File: config.mk
export PLATFORM = sky130hd
export DESIGN_NAME = aca_err_recover
export DESIGN_NICKNAME = d
export VERILOG_FILES = /design/src/rtl/aca_err_recover.sv
export SDC_FILE = /design/constraint.sdc
export NUM_CORES = 1
export LEC_CHECK = 0
export BUFFER_PORTS_ARGS = -buffer_cell sky130_fd_sc_hd__clkbuf_2
export CORE_MARGIN = 3
export CORE_UTILIZATION = 45
export CTS_BUF_LIST = sky130_fd_sc_hd__clkbuf_8 sky130_fd_sc_hd__clkbuf_16
export DETAILED_ROUTE_END_ITERATION = 6
export GPL_TIMING_DRIVEN = 0
export PLACE_DENSITY = 0.7
export SLEW_MARGIN = 40
export SYNTH_ARGS = -nofsm -noshare
export SYNTH_HDL_FRONTEND = slang
export SYNTH_SLANG_ARGS = --single-unit
export TNS_END_PERCENT = 10
File: constraint.sdc
create_clock -name clk -period 6.7 [get_ports clk]
set_input_delay 0.67 -clock clk [delete_from_list [all_inputs] [get_ports clk]]
set_output_delay 0.67 -clock clk [all_outputs]
set_load 0.005 [all_outputs]
File: src/rtl/aca_err_recover.sv
// aca_err_recover: passes clean aca1 results through, recomputes risky ones exactly CH bits per cycle
module aca_err_recover #(
  parameter int N = 30,
  parameter int K = 6,
  parameter int CH = 8,
  parameter int CNT_W = 16
) (
  input  logic             clk,
  input  logic             rst,
  input  logic             in_valid,
  output logic             in_ready,
  input  logic [N:1]       a,
  input  logic [N:1]       b,
  input  logic             cin,
  input  logic [N:1]       approx_sum,
  input  logic             approx_cout,
  output logic             out_valid,
  input  logic             out_ready,
  output logic [N:1]       sum_out,
  output logic             cout_out,
  output logic             exact,
  output logic [CNT_W-1:0] err_cnt
);
  localparam int NCH = (N + CH - 1) / CH;
  localparam int LW = N - (NCH - 1) * CH;
  localparam int IW = $clog2(NCH + 1);
  typedef enum logic [1:0] {IDLE, RECOVER, OUT} state_t;
  state_t state;
  logic [N:1] ra, rb, p, sum_nx;
  logic [IW-1:0] idx;
  logic carry, carry_nx, flag, acc;
  logic [CH-1:0] ca, cb;
  logic [CH:0] sum_ch;
  assign p = a ^ b;
  assign in_ready = state == IDLE || (state == OUT && out_ready);
  assign acc = in_valid && in_ready;
  always_comb begin
    flag = cin;
    for (int j = 2; j <= N - K + 1; j++) flag = flag | (&p[j +: K - 1]);
  end
  always_comb begin
    ca = '0;
    cb = '0;
    for (int i = 1; i <= N; i++) begin
      if (IW'((i - 1) / CH) == idx) begin
        ca[(i - 1) % CH] = ra[i];
        cb[(i - 1) % CH] = rb[i];
      end
    end
    sum_ch = {1'b0, ca} + {1'b0, cb} + (CH + 1)'(carry);
    carry_nx = idx == IW'(NCH - 1) ? sum_ch[LW] : sum_ch[CH];
    sum_nx = sum_out;
    for (int i = 1; i <= N; i++) begin
      if (IW'((i - 1) / CH) == idx) sum_nx[i] = sum_ch[(i - 1) % CH];
    end
  end
  always_ff @(posedge clk) begin
    if (rst) begin
      state <= IDLE;
      out_valid <= 1'b0;
      sum_out <= '0;
      cout_out <= 1'b0;
      exact <= 1'b0;
      err_cnt <= '0;
      idx <= '0;
      carry <= 1'b0;
    end else if (state == RECOVER) begin
      if (idx == IW'(NCH)) begin
        state <= OUT;
        out_valid <= 1'b1;
        cout_out <= carry;
        exact <= 1'b1;
      end else begin
        sum_out <= sum_nx;
        carry <= carry_nx;
        idx <= idx + IW'(1);
      end
    end else if (acc && flag) begin
      state <= RECOVER;
      out_valid <= 1'b0;
      ra <= a;
      rb <= b;
      carry <= cin;
      idx <= '0;
      err_cnt <= &err_cnt ? err_cnt : err_cnt + CNT_W'(1);
    end else if (acc) begin
      state <= OUT;
      out_valid <= 1'b1;
      sum_out <= approx_sum;
      cout_out <= approx_cout;
      exact <= 1'b0;
    end else if (state == OUT && out_ready) begin
      state <= IDLE;
      out_valid <= 1'b0;
    end
  end
endmodule

==> Implementation_results.wiki <==
{| class="wikitable"
! Metric !! Value
|-
| Outcome || finished, final reports clean
|-
| Global router's overall resource usage || 22.39%
|-
| Kind of end point of the critical path || flip-flop
|-
| Number of H-tree branching levels || 4
|-
| Effective utilization at floorplan || 47.00%
|-
| Peak ir drop on the vdd network || 0.0001785 V
|-
| Number of cells produced by synthesis || 568
|-
| Via count of the first global-routing pass || 4995
|-
| Leakage power of the design || 2.961 nW
|-
| Residual antenna-violating net count after detailed routing || 0
|-
| Adder-cell area share of the yosys netlist || 3.503%
|-
| Synthesized-area fraction occupied by ao, oa, aoi and oai cells || 17.62%
|-
| Detailed Route Iter0 Violations || 393
|-
| Measured slew at the worst slew-check pin || 0.7684 ns
|-
| Clock insertion delay at the later pin of the skew report || 0.41 ns
|-
| Time the worst path needs with I/O delays and setup || 4.133 ns
|-
| Number of enable flip-flop cells after synthesis || 60
|-
| Hold Vio Cnt, Final || 0
|-
| Routed length per instance || 17.36 um
|-
| Headroom to the max-slew limit || 48.38%
|-
| Sequential element share of the synthesized area || 49.82%
|-
| Area share of the leading cell type in the synthesized netlist || 31.14%
|-
| Post-route setup slack || 2.568 ns
|-
| Buffers inserted during post-CTS setup optimization || 0
|-
| Chip Height || 119.4 um
|-
| Mapped Nets || 679
|-
| Clock network fraction of total power || 41.4%
|-
| TritonCTS clock tree || yes
|-
| Top post-synthesis cells by area || edfxtp_1 (31%), dfxtp_1 (19%), xnor2_1 (4.2%)
|-
| Count of input and output buffers || 144
|-
| Switching component of the power || 0.0006291 W
|-
| Delay of the slowest critical-path stage || 0.49 ns
|-
| Switching Share || 27.58%
|-
| Number of diodes added for antenna fixing || 0
|-
| Mux contribution to synthesized area || 2.465%
|-
| XOR/XNOR share of the synthesized area || 4.670%
|-
| Number of nets in the layout || 845
|-
| Path class of the lowest-slack min-delay path || primary input to flip-flop
|-
| Most frequent cell after synthesis || edfxtp_1
|-
| Internal power contribution || 0.001652 W
|-
| Clock tree root buffer cell || clkbuf_16
|-
| Flip-flop and latch count after synthesis || 114
|-
| Global-route wire length before repair || 25.23 mm
|-
| Count of synthesis-stage warnings from yosys || 0
|-
| HPWL after DPL || 11.97 mm
|-
| CP Buf/Inv Count || 2
|-
| Total number of vias || 5049
|-
| CTS max path bufs || 2
|-
| MaxCap Viol Count || 0
|-
| Global route overflow || 0
|-
| Commonest cells post-synth || edfxtp_1 (60), dfxtp_1 (54), nand2_1 (50)
|-
| Top FF cell, synth || edfxtp_1
|-
| Synth async-reset ratio || 0%
|-
| Core Area || 12310 um^2
|-
| Ratio of cells with drive above 1 in the final layout || 28.15%
|-
| Family with the most delay on the worst path || compound AO/OA/AOI/OAI gates
|-
| Total I/O pin count || 146
|-
| Slowest cell on the critical path || o21ai_0
|-
| Syn Std Cell Area || 5787 um^2
|-
| Width of the die || 119.4 um
|-
| Number of design rule violations left after detail routing || 0
|-
| F_max || 0.2420 GHz
|-
| Power per cell area || 307.8 nW/um^2
|-
| Setup TNS Final || 0 ns
|-
| Unique masters post-synth || 58
|-
| Area growth, synth to finish || 28.04%
|-
| Routed WL || 15.87 mm
|-
| Rows || 40
|-
| Total clock buffers created by CTS || 17
|-
| Critical Path Most Common Cell || o21ai_0
|-
| Vias per cell || 5.524
|-
| Sequential group share of total power || 36.2%
|-
| Iteration count of the initial detailed-routing pass || 5
|-
| Final setup fails || 0
|-
| Dominant combinational cell family by area after synthesis || simple AND/OR/NAND/NOR gates
|-
| Max Slew Vio Count || 0
|-
| CP cell instances || inv_1 -> ha_1 -> nand2_1 -> nor2_1 -> clkbuf_1 -> a22oi_1 -> nand2_1 -> o21ai_0 -> o21ai_0 -> ha_1 -> nor2b_1 -> o31a_1 -> o21ai_0 -> a21oi_1 -> o21ai_0 -> a311o_1 -> mux2i_1
|-
| Largest net degree at the start of global routing || 22
|-
| Setup WS pre-CTS || 2.584 ns
|-
| Die area || 14260 um^2
|-
| Clock sinks || 114
|-
| Cell taking the most area after synthesis || edfxtp_1
|-
| Antenna violations before repair || 0
|-
| Crit start category || flip-flop
|-
| WP data arrival || 4.43 ns
|-
| Count of hold buffers inserted by post-cts repair || 0
|-
| Fraction of power consumed by combinational cells || 22.4%
|-
| Final RePlAce weighted congestion || 0.8557
|-
| Clock slew seen by the registers of the worst setup and hold paths || 0.05 ns
|-
| Data required time of the worst path || 7.00 ns
|-
| RSZ-0062 raised after global routing || false
|-
| Crit Path Class || flip-flop to flip-flop
|-
| Avg Inst Size Synth || 10.19 um^2
|-
| Final period util || 61.68%
|-
| Biggest fanout along the worst timing path || 10
|-
| Simple-gate area share of the yosys netlist || 18.03%
|-
| CTS-repair resized insts || 0
|-
| Post-Route Skew || 0.006605 ns
|}
[final cells by class]
class / count / area (um^2)
clock inverter: 7 / 105.1
sequential: 114 / 2883
multi-input combinational: 404 / 2686
clock buffer: 24 / 521.8
tap: 168 / 210.2
buffer: 36 / 172.7
timing repair buffer: 147 / 778.2
inverter: 14 / 52.55
fill: 1095 / 4902
[final timing paths]
check,from,end,slack [ns],depth (start not counted)
setup reg to reg,idx[0],carry,2.57,17
setup / recovery,idx[0],carry,2.57,17
hold / removal,b[1],rb[1],0.43,1
hold reg to reg,sum_out[30],sum_out[30],0.48,2
[sequential cells by signal, summed over array words and instances (netlist names)]
name / flops
cout_out: 1
exact: 1
sum_out: 30
ra: 30
state: 1
carry: 1
idx: 3
rb: 30
out_valid: 1
err_cnt: 16
[metrics by stage]
step | area [um^2] | utilization [%] | std cells | total power, W | hold slack, ns
2_1_floorplan | 5787 | - | 568 | 0.001165 | 0.4570
3_3_place_gp | 6718 | 54.56 | 880 | 0.001321 | 0.4599
3_5_place_dp | 6783 | 55.09 | 883 | 0.001346 | 0.4800
4_1_cts | 7410 | 60.18 | 914 | 0.002292 | 0.4158
5_1_grt | 7410 | 60.18 | 914 | 0.002389 | 0.4252
6_report | 7410 | 60.18 | 914 | 0.002281 | 0.4312
[placed cells by master, fill, tap and decap left out, types with 18 or more instances in the layout]
cell type,Yosys,final
xnor2_1,28,28
dfxtp_1,54,54
nand2_1,50,50
clkbuf_1,25,25
o21ai_0,37,37
a211oi_1,21,21
nor2_1,32,31
clkbuf_2,0,144
a21oi_1,37,37
edfxtp_1,60,60
inv_1,14,18
nor3_1,45,45
[cells by family after synthesis]
group                      count (synthesis)
xor gates and xnor gates                  30
and+or+nand+nor                          191
muxes                                     13
buffers and inverters                     50
adders and majority gates                 15
AOI/OAI and AO/OA                        155
DFF                                      114
[layer usage]
layer / global-route usage (%) / part of all wire, % / vias up
met5: 0 / 0 / -
met1: 29.41 / 43 / 2376
li1: - / - / 2448
met3: 5.461 / 7.2 / 17
met2: 36.21 / 48 / 208
met4: 7.731 / 1.2 / 0
[power by group through the flow]
stage	sequential [W]	clock, W	combinational, W
2_1_floorplan	0.000837	0	0.000328
6_report	0.000825	0.000944	0.000512
3_5_place_dp	0.000838	0	0.000507
4_1_cts	0.000824	0.000957	0.000512
3_3_place_gp	0.000838	0	0.000483
5_1_grt	0.000830	0.000990	0.000569
Note: power is estimated with default switching activity, not from simulation.
